===== config.mk =====
export PLATFORM = sky130hd
export DESIGN_NAME = instr_decode_pipe
export DESIGN_NICKNAME = d
export VERILOG_FILES = /design/src/rtl/instr_decode_pipe_pkg.sv /design/src/rtl/instr_decode_pipe_imm_gen.sv /design/src/rtl/instr_decode_pipe.sv
export SDC_FILE = /design/constraint.sdc
export NUM_CORES = 1
export LEC_CHECK = 0
export BUFFER_PORTS_ARGS = -buffer_cell sky130_fd_sc_hd__buf_2
export CELL_PAD_IN_SITES_DETAIL_PLACEMENT = 1
export CELL_PAD_IN_SITES_GLOBAL_PLACEMENT = 2
export CORE_MARGIN = 3
export CORE_UTILIZATION = 31
export DETAILED_ROUTE_END_ITERATION = 8
export GPL_TIMING_DRIVEN = 0
export PLACE_DENSITY_LB_ADDON = 0.1
export SLEW_MARGIN = 20
export SYNTH_ARGS = -nofsm -noshare
export SYNTH_HDL_FRONTEND = slang
export SYNTH_SLANG_ARGS = --single-unit

===== constraint.sdc =====
create_clock -name clk -period 11.02 [get_ports clk]
set_input_delay 1.102 -clock clk [delete_from_list [all_inputs] [get_ports clk]]
set_output_delay 1.102 -clock clk [all_outputs]
set_load 0.005 [all_outputs]

===== src/rtl/instr_decode_pipe_pkg.sv =====
// Shared RV32I decode definitions: base opcodes, immediate formats and the
// control-flag bundle carried in the decode output register.
package instr_decode_pipe_pkg;

    localparam logic [6:0] OP_LUI    = 7'b0110111;
    localparam logic [6:0] OP_AUIPC  = 7'b0010111;
    localparam logic [6:0] OP_JAL    = 7'b1101111;
    localparam logic [6:0] OP_JALR   = 7'b1100111;
    localparam logic [6:0] OP_BRANCH = 7'b1100011;
    localparam logic [6:0] OP_LOAD   = 7'b0000011;
    localparam logic [6:0] OP_STORE  = 7'b0100011;
    localparam logic [6:0] OP_IMM    = 7'b0010011;
    localparam logic [6:0] OP_OP     = 7'b0110011;

    typedef enum logic [2:0] {
        FMT_I,
        FMT_S,
        FMT_B,
        FMT_U,
        FMT_J
    } imm_fmt_e;

    typedef struct packed {
        logic is_store;
        logic is_load;
        logic is_branch;
        logic is_jump;
        logic is_reg;
        logic is_alu;
        logic is_lui;
        logic is_auipc;
        logic illegal;
    } ctrl_t;

endpackage


===== src/rtl/instr_decode_pipe_imm_gen.sv =====
// Combinational RV32I immediate extraction for the I/S/B/U/J formats,
// sign-extended to the datapath width.
module instr_decode_pipe_imm_gen
    import instr_decode_pipe_pkg::*;
#(
    parameter int unsigned XLEN = 32
) (
    input  logic [31:0]     instr,
    input  imm_fmt_e        fmt,
    output logic [XLEN-1:0] imm
);

    logic [31:0] imm32;

    always_comb begin
        imm32 = '0;
        unique case (fmt)
            FMT_S:   imm32 = {{21{instr[31]}}, instr[30:25], instr[11:7]};
            FMT_B:   imm32 = {{20{instr[31]}}, instr[7], instr[30:25], instr[11:8], 1'b0};
            FMT_U:   imm32 = {instr[31:12], 12'b0};
            FMT_J:   imm32 = {{12{instr[31]}}, instr[19:12], instr[20], instr[30:21], 1'b0};
            default: imm32 = {{21{instr[31]}}, instr[30:20]};
        endcase
    end

    assign imm = XLEN'($signed(imm32));

endmodule


===== src/rtl/instr_decode_pipe.sv =====
// Registered RV32I decode stage between fetch and execute: regfile read with
// writeback forwarding, operand/target formation and a valid/ready output register.
module instr_decode_pipe
    import instr_decode_pipe_pkg::*;
#(
    parameter int unsigned XLEN   = 32,
    parameter bit          BYPASS = 1'b1
) (
    input  logic            clk,
    input  logic            reset,
    input  logic            in_valid,
    output logic            in_ready,
    input  logic [31:0]     in_instr,
    input  logic [XLEN-1:0] in_pc,
    input  logic            flush,
    output logic [4:0]      raddr1,
    output logic [4:0]      raddr2,
    input  logic [XLEN-1:0] rdata1,
    input  logic [XLEN-1:0] rdata2,
    input  logic            wb_en,
    input  logic [4:0]      wb_addr,
    input  logic [XLEN-1:0] wb_data,
    output logic            out_valid,
    input  logic            out_ready,
    output logic            is_store,
    output logic            is_load,
    output logic            is_branch,
    output logic            is_jump,
    output logic            is_reg,
    output logic            is_alu,
    output logic            is_lui,
    output logic            is_auipc,
    output logic            illegal,
    output logic [XLEN-1:0] operand_a,
    output logic [XLEN-1:0] operand_b,
    output logic [XLEN-1:0] imm,
    output logic [XLEN-1:0] branch_dest,
    output logic [4:0]      dest,
    output logic [2:0]      func3,
    output logic            func7,
    output logic [XLEN-1:0] out_pc
);

    typedef struct packed {
        ctrl_t           ctrl;
        logic [XLEN-1:0] op_a;
        logic [XLEN-1:0] op_b;
        logic [XLEN-1:0] imm;
        logic [XLEN-1:0] branch_dest;
        logic [XLEN-1:0] pc;
        logic [4:0]      dest;
        logic [2:0]      func3;
        logic            func7;
    } dec_t;

    logic [6:0]      opcode;
    imm_fmt_e        fmt;
    logic [XLEN-1:0] imm_val;
    logic [XLEN-1:0] src1;
    logic [XLEN-1:0] src2;
    logic            capture;
    dec_t            dec;
    dec_t            out_d, out_q;
    logic            out_valid_d, out_valid_q;

    // x0 reads as zero even if the regfile or a writeback says otherwise.
    function automatic logic [XLEN-1:0] read_src(input logic [4:0]      addr,
                                                 input logic [XLEN-1:0] rdata);
        if (addr == 5'd0) return '0;
        if (BYPASS && wb_en && (wb_addr == addr)) return wb_data;
        return rdata;
    endfunction

    assign opcode = in_instr[6:0];
    assign raddr1 = in_instr[19:15];
    assign raddr2 = in_instr[24:20];
    assign src1   = read_src(raddr1, rdata1);
    assign src2   = read_src(raddr2, rdata2);

    always_comb begin
        unique case (opcode)
            OP_LUI, OP_AUIPC: fmt = FMT_U;
            OP_JAL:           fmt = FMT_J;
            OP_BRANCH:        fmt = FMT_B;
            OP_STORE:         fmt = FMT_S;
            default:          fmt = FMT_I;
        endcase
    end

    instr_decode_pipe_imm_gen #(
        .XLEN (XLEN)
    ) u_imm_gen (
        .instr (in_instr),
        .fmt   (fmt),
        .imm   (imm_val)
    );

    always_comb begin
        dec       = '0;
        dec.pc    = in_pc;
        dec.dest  = in_instr[11:7];
        dec.func3 = in_instr[14:12];
        dec.func7 = in_instr[30];
        dec.imm   = imm_val;
        unique case (opcode)
            OP_LUI: begin
                dec.ctrl.is_lui = 1'b1;
                dec.op_b        = imm_val;
            end
            OP_AUIPC: begin
                dec.ctrl.is_auipc = 1'b1;
                dec.op_a          = in_pc;
                dec.op_b          = imm_val;
            end
            OP_JAL: begin
                dec.ctrl.is_jump = 1'b1;
                dec.op_a         = in_pc;
                dec.op_b         = XLEN'(4);
                dec.branch_dest  = in_pc + imm_val;
            end
            OP_JALR: begin
                dec.ctrl.is_jump = 1'b1;
                dec.ctrl.is_reg  = 1'b1;
                dec.op_a         = in_pc;
                dec.op_b         = XLEN'(4);
                dec.branch_dest  = (src1 + imm_val) & ~XLEN'(1);
            end
            OP_BRANCH: begin
                dec.ctrl.is_branch = 1'b1;
                dec.op_a           = src1;
                dec.op_b           = src2;
                dec.branch_dest    = in_pc + imm_val;
                dec.dest           = 5'd0;
            end
            OP_LOAD: begin
                dec.ctrl.is_load = 1'b1;
                dec.op_a         = src1;
                dec.op_b         = imm_val;
            end
            OP_STORE: begin
                dec.ctrl.is_store = 1'b1;
                dec.op_a          = src1;
                dec.op_b          = src2;
                dec.dest          = 5'd0;
            end
            OP_IMM: begin
                dec.ctrl.is_alu = 1'b1;
                dec.op_a        = src1;
                dec.op_b        = imm_val;
            end
            OP_OP: begin
                dec.ctrl.is_alu = 1'b1;
                dec.ctrl.is_reg = 1'b1;
                dec.op_a        = src1;
                dec.op_b        = src2;
                dec.imm         = '0;
            end
            // Also catches instr[1:0] != 2'b11, since every base opcode ends in 11.
            default: begin
                dec.ctrl.illegal = 1'b1;
                dec.dest         = 5'd0;
                dec.imm          = '0;
            end
        endcase
    end

    assign in_ready = !out_valid_q || out_ready;
    assign capture  = in_valid && in_ready && !flush;

    always_comb begin
        out_valid_d = out_valid_q;
        out_d       = out_q;
        if (flush) begin
            out_valid_d = 1'b0;
        end else if (capture) begin
            out_valid_d = 1'b1;
            out_d       = dec;
        end else if (out_ready) begin
            out_valid_d = 1'b0;
        end
    end

    always_ff @(posedge clk) begin
        if (reset) begin
            out_valid_q <= 1'b0;
            out_q       <= '0;
        end else begin
            out_valid_q <= out_valid_d;
            out_q       <= out_d;
        end
    end

    assign out_valid   = out_valid_q;
    assign is_store    = out_q.ctrl.is_store;
    assign is_load     = out_q.ctrl.is_load;
    assign is_branch   = out_q.ctrl.is_branch;
    assign is_jump     = out_q.ctrl.is_jump;
    assign is_reg      = out_q.ctrl.is_reg;
    assign is_alu      = out_q.ctrl.is_alu;
    assign is_lui      = out_q.ctrl.is_lui;
    assign is_auipc    = out_q.ctrl.is_auipc;
    assign illegal     = out_q.ctrl.illegal;
    assign operand_a   = out_q.op_a;
    assign operand_b   = out_q.op_b;
    assign imm         = out_q.imm;
    assign branch_dest = out_q.branch_dest;
    assign dest        = out_q.dest;
    assign func3       = out_q.func3;
    assign func7       = out_q.func7;
    assign out_pc      = out_q.pc;

endmodule


# After elaboration in Yosys (flattened, before gate mapping)

Index checks and enable logic that the tools add are counted.

Reductions and logical operators: 24
Bitwise gates (word level): 1
Mux-type cells: 32
Equality and inequality tests: 15
$add $sub $neg: 2

Operator list:

| cell               | count |
|---|---|
| $mux 32            | 9 |
| $pmux 32 s2        | 2 |
| $pmux 31 s4        | 1 |
| $pmux 32 s3        | 1 |
| $add 32x32->32     | 2 |
| $eq 7x6->1 const B | 3 |
| $eq 7x7->1 const B | 3 |
| $mux 1             | 17 |
| $eq 7x5->1 const B | 2 |
| $pmux 3 s4         | 1 |
| $reduce_or 2->1    | 6 |
| $eq 5x5->1         | 2 |
| $logic_not 5->1    | 2 |
| $reduce_or 9->1    | 1 |
| $reduce_or 8->1    | 1 |
| $eq 7x2->1 const B | 1 |
| $reduce_or 7->1    | 1 |
| $eq 3x2->1 const B | 2 |
| $reduce_or 3->1    | 2 |
| $mux 5             | 1 |
| $reduce_or 5->1    | 1 |
| $logic_and 1x1->1  | 4 |
| $reduce_or 4->1    | 1 |
| $eq 3x1->1 const B | 1 |
| other kinds (6)    | 7 |

Input port bits: 171
Flip-flop bits (word level): 179

# Logic depth before layout (Yosys ltp)

Depth in word-level cells: 8
Gate-level depth with buffers: 19
Mapped depth without buffers: 18

# Modules after synthesis

From an unflattened synthesis, not the netlist that was laid out.

Cells, all modules: 1577
Area total of the unflattened synthesis: 12081.6 um2

Modules (own cells, without submodules):

| module                    | seq. area each (um2) | area an instance (um2) | instances | cells an instance |
|---|---|---|---|---|
| instr_decode_pipe         | 3583.4               | 11489.8                | 1         | 1487 |
| instr_decode_pipe_imm_gen | 0.0                  | 591.8                  | 1         | 90 |

# Worst setup path after synthesis

OpenSTA, ideal clock, no wires.

Path type: input to register
Start: in wb_addr[3]
End: reg out_q (netlist bit branch_dest[30])
Data required time: 10893 ps
Arrival: 4918 ps
Cell stages on the path: 17
Setup slack: 5976 ps
Path buffers: 1
Cells stage by stage: xnor2_1 > nand4_1 > nor2_1 > buf_1 > mux2i_1 > nor2_1 > ha_1 > a21o_1 > a21oi_1 > nor2b_1 > a311oi_1 > nand2_1 > a311o_1 > a311oi_1 > mux2i_1 > a31oi_1 > or3_1

Cells in the longest elaborated chain, start to end: 8
Elaborated cells on any way between the ends: 9

RTL lines:

| element              | RTL line                 | text |
|---|---|---|
| start, declared      | instr_decode_pipe.sv:21  | `input logic [4:0] wb_addr,` |
| $eq 5x5->1 *         | instr_decode_pipe.sv:70  | `if (BYPASS && wb_en && (wb_addr == addr)) return wb_data;` |
| $logic_and 1x1->1 *  | instr_decode_pipe.sv:70  |  |
| $mux 1 (2 in series) | instr_decode_pipe.sv:70  |  |
| $mux 32 *            | instr_decode_pipe.sv:71  | `return rdata;` |
| $mux 32 *            | instr_decode_pipe.sv:70  |  |
| $add 32x32->32 *     | instr_decode_pipe.sv:126 | `dec.branch_dest = (src1 + imm_val) & ~XLEN'(1);` |
| $pmux 32 s2 *        | instr_decode_pipe.sv:105 | `unique case (opcode)` |
| end signal, assigned | instr_decode_pipe.sv:189 | `out_q <= out_d;` |
| end, declared        | instr_decode_pipe.sv:63  | `dec_t out_d, out_q;` |

Mark *: on every way between the ends. The rest lies on a longest branch, timed or not. The select of a mux whose other input is x is not followed.
A chain may end at the register's enable or synchronous reset.

# Worst setup path after layout

Start: in in_instr[16]
End: reg out_q (netlist bit branch_dest[30])

Cells in the longest elaborated chain, start to end: 8
Elaborated cells on any way between the ends: 13

RTL lines:

| element              | RTL line                 | text |
|---|---|---|
| start, declared      | instr_decode_pipe.sv:13  | `input logic [31:0] in_instr,` |
| $eq 5x5->1           | instr_decode_pipe.sv:70  |  |
| $logic_and 1x1->1    | instr_decode_pipe.sv:70  |  |
| $mux 1 (2 in series) | instr_decode_pipe.sv:70  |  |
| $mux 32              | instr_decode_pipe.sv:71  |  |
| $mux 32              | instr_decode_pipe.sv:70  |  |
| $add 32x32->32       | instr_decode_pipe.sv:126 |  |
| $pmux 32 s2 *        | instr_decode_pipe.sv:105 |  |

Marks and branches as above.

==> results.ini <==
[critical_path]
path_depth=18
cpMaxStageDelayCell=buf_1
path_cells=buf_2 > xnor2_1 > nand4_1 > nor2_1 > buf_1 > mux2i_1 > nor2_1 > ha_1 > a21o_1 > a21oi_1 > nor2b_1 > a311oi_1 > nand2_1 > a311o_1 > a311oi_1 > mux2i_1 > a31oi_1 > or3_1
crit_buf_inv=2
cp_max_fo=10
slowest_delay_ns=0.82
cp.arrival_ns=6.63
crit_type=in2reg
cp-start-kind=input pin
endpoint_kind=flip-flop
cp_top_family=compound AO/OA/AOI/OAI gates
rr_worst_depth=7
cp.required_ns=11.36

[clock_network]
clockRootBuffer=clkbuf_16
cts_sinks=179
post-cts-setup-buffers=0
clockBufferDepth=2
clock_latency_ns=0.46
h-tree-depth=4
ctsResizeCount=0
holdBufCountCts=0
cts.clk_slew.worst_paths_ns=0.07
cts_buffers=17
cts_tree=built

[layout]
nFillCells=4516
regArea_um2=3580
multi_input_area_um2=7110
finalNetCount=2045
syn2layout_area_growth_pct=26.9
final_util_pct=40.1
drive_gt1_share_pct=22.9

[routing]
viasPerCell=5.62
avgRoutedWirePerCell_um=26.4
drc=0
dr.pass1.iters=5
first_iter_violations=907
ant_nets=0
vias=12825
routed_wl_um=60200

[synth]
synth_top_cells_by_count=nor2_1 (208), dfxtp_1 (179), nand2_1 (134)
yosys-top-cells-area=dfxtp_1 (32%), ha_1 (7.2%), nor2_1 (6.9%)
synth_top_area_share_pct=31.7
syn_inst=1430
ys.flop_type=dfxtp_1
ys_ff_latch=179
avgSynthCellArea_um2=7.89
synth_edf_count=0
async_flop_share_pct=0
post-synth-top-count-cell=nor2_1
syn-cell-area_um2=11300
synth.distinct_cells=76
synth_warnings=0
yosys.area.top_type=dfxtp_1
syn_nets=1668
yosysSeqAreaShare_pct=31.7

[global_route]
track_usage_pct=30.2
grt_max_degree=17
gr-total-overflow=0
grt_first_pass_wirelength_um=86500
grt_pass1_vias=13043
antenna_found_initial=1

[timing]
fin_worst_skew_ns=0.00874
fin_crit_sh_pct=57.0
setup_violations=0
worst_slew_pin_slew_ns=1.12
slew-limit-headroom_pct=25.3
drv_slew=0
setup_tns_ns=0
period_needed_ns=6.28
postLayoutSetupSlackWorst_ns=4.74
rsz0062_at_grt=no
final_hold_viol_count=0
fmax_mhz=159

[hold_path]
min_path_type=reg2reg
min_path_cells=2

[floorplan]
die_w_um=197
core-area_um2=35700
start_util_pct=31.6
die_y_um=197
ioPinCount=361
rows=69
die_area_um2=38700

[pwr]
vdd_drop_max_uv=108
cellLeakagePower_nw=6.30
power_density_nw_per_um2=131

[place]
hpwl_um=49500
port_buffers=358
post-place-ws_ns=4.28
finalWeightedCongestion=0.942

[job]
maxCapViolCount=0

[outcome]
status=finished clean

## cell usage in the layout (no fill, tap or decap), types with 48 or more instances in the layout
master    count
dfxtp_1     179
nor2_1      208
nor3_1       67
ha_1         65
mux2i_1      70
buf_2       360
inv_1        48
nand2_1     134
a22oi_1      70
a221oi_1     50
a21oi_1     116
clkbuf_1     78
## power breakdown
group	internal (mW)	switching [mW]
logic	0.172	0.303
clock network	0.412	0.306
registers	0.668	0.0118
total	1.25	0.620
## area by class of cell
type / instances / share of cell area (%)
multi-input combinational: 1102 / 49.6
sequential: 179 / 25.0
timing repair buffer: 358 / 12.5
tap: 461 / 4.03
clock buffer: 18 / 3.07
buffer: 101 / 2.93
clock inverter: 14 / 1.55
inverter: 48 / 1.26
antenna: 1 / 0.0175
## per-stage QoR
stage	hold slack (ns)	cell area [µm²]	cells	total power [mW]
floorplan	0.448	11300	1430	0.967
global placement	0.439	13700	2249	1.16
detailed placement	0.448	13700	2249	1.16
CTS	0.458	14300	2281	1.88
global route	0.481	14300	2282	1.95
finish	0.457	14300	2282	1.87
## layer usage
layer / vias up / track usage (%) / share of wire [%]
met5: - / 0 / 0
met4: 0 / 8.13 / 2.5
met3: 71 / 5.06 / 5.6
met2: 444 / 48.7 / 46
met1: 6343 / 41.9 / 46
li1: 5967 / - / -
## kinds of logic (layout without fill, tap and decap cells)
kind of cell               Yosys count  after routing  share of synthesized area (%)
adders and majority gates           67             67                           7.56
xor gates and xnor gates            60             60                           4.66
DFF                                179            179                           31.7
AOI/OAI and AO/OA                  409            409                           25.2
other                                0              1                              0
buffers and inverters              149            539                           5.31
and+or+nand+nor                    496            496                           19.4
muxes                               70             70                           6.21
## worst register-to-register path: cells and delay by family (launching register included)
kind	cells	cell delay [ns]
AO/OA/AOI/OAI	1	0.17
buffers and inverters	3	1.66
flip-flops	1	0.32
AND/OR/NAND/NOR	3	0.82
## final timing paths
check | endpoint | slack, ns | startpoint
max | branch_dest[30] | 4.74 | in_instr[16]
min | out_pc[16] | 0.46 | out_pc[16]
max reg2reg | out_pc[30] | 7.98 | out_valid
min reg2reg | out_pc[16] | 0.46 | out_pc[16]
Note: power is estimated with default switching activity, not from simulation.
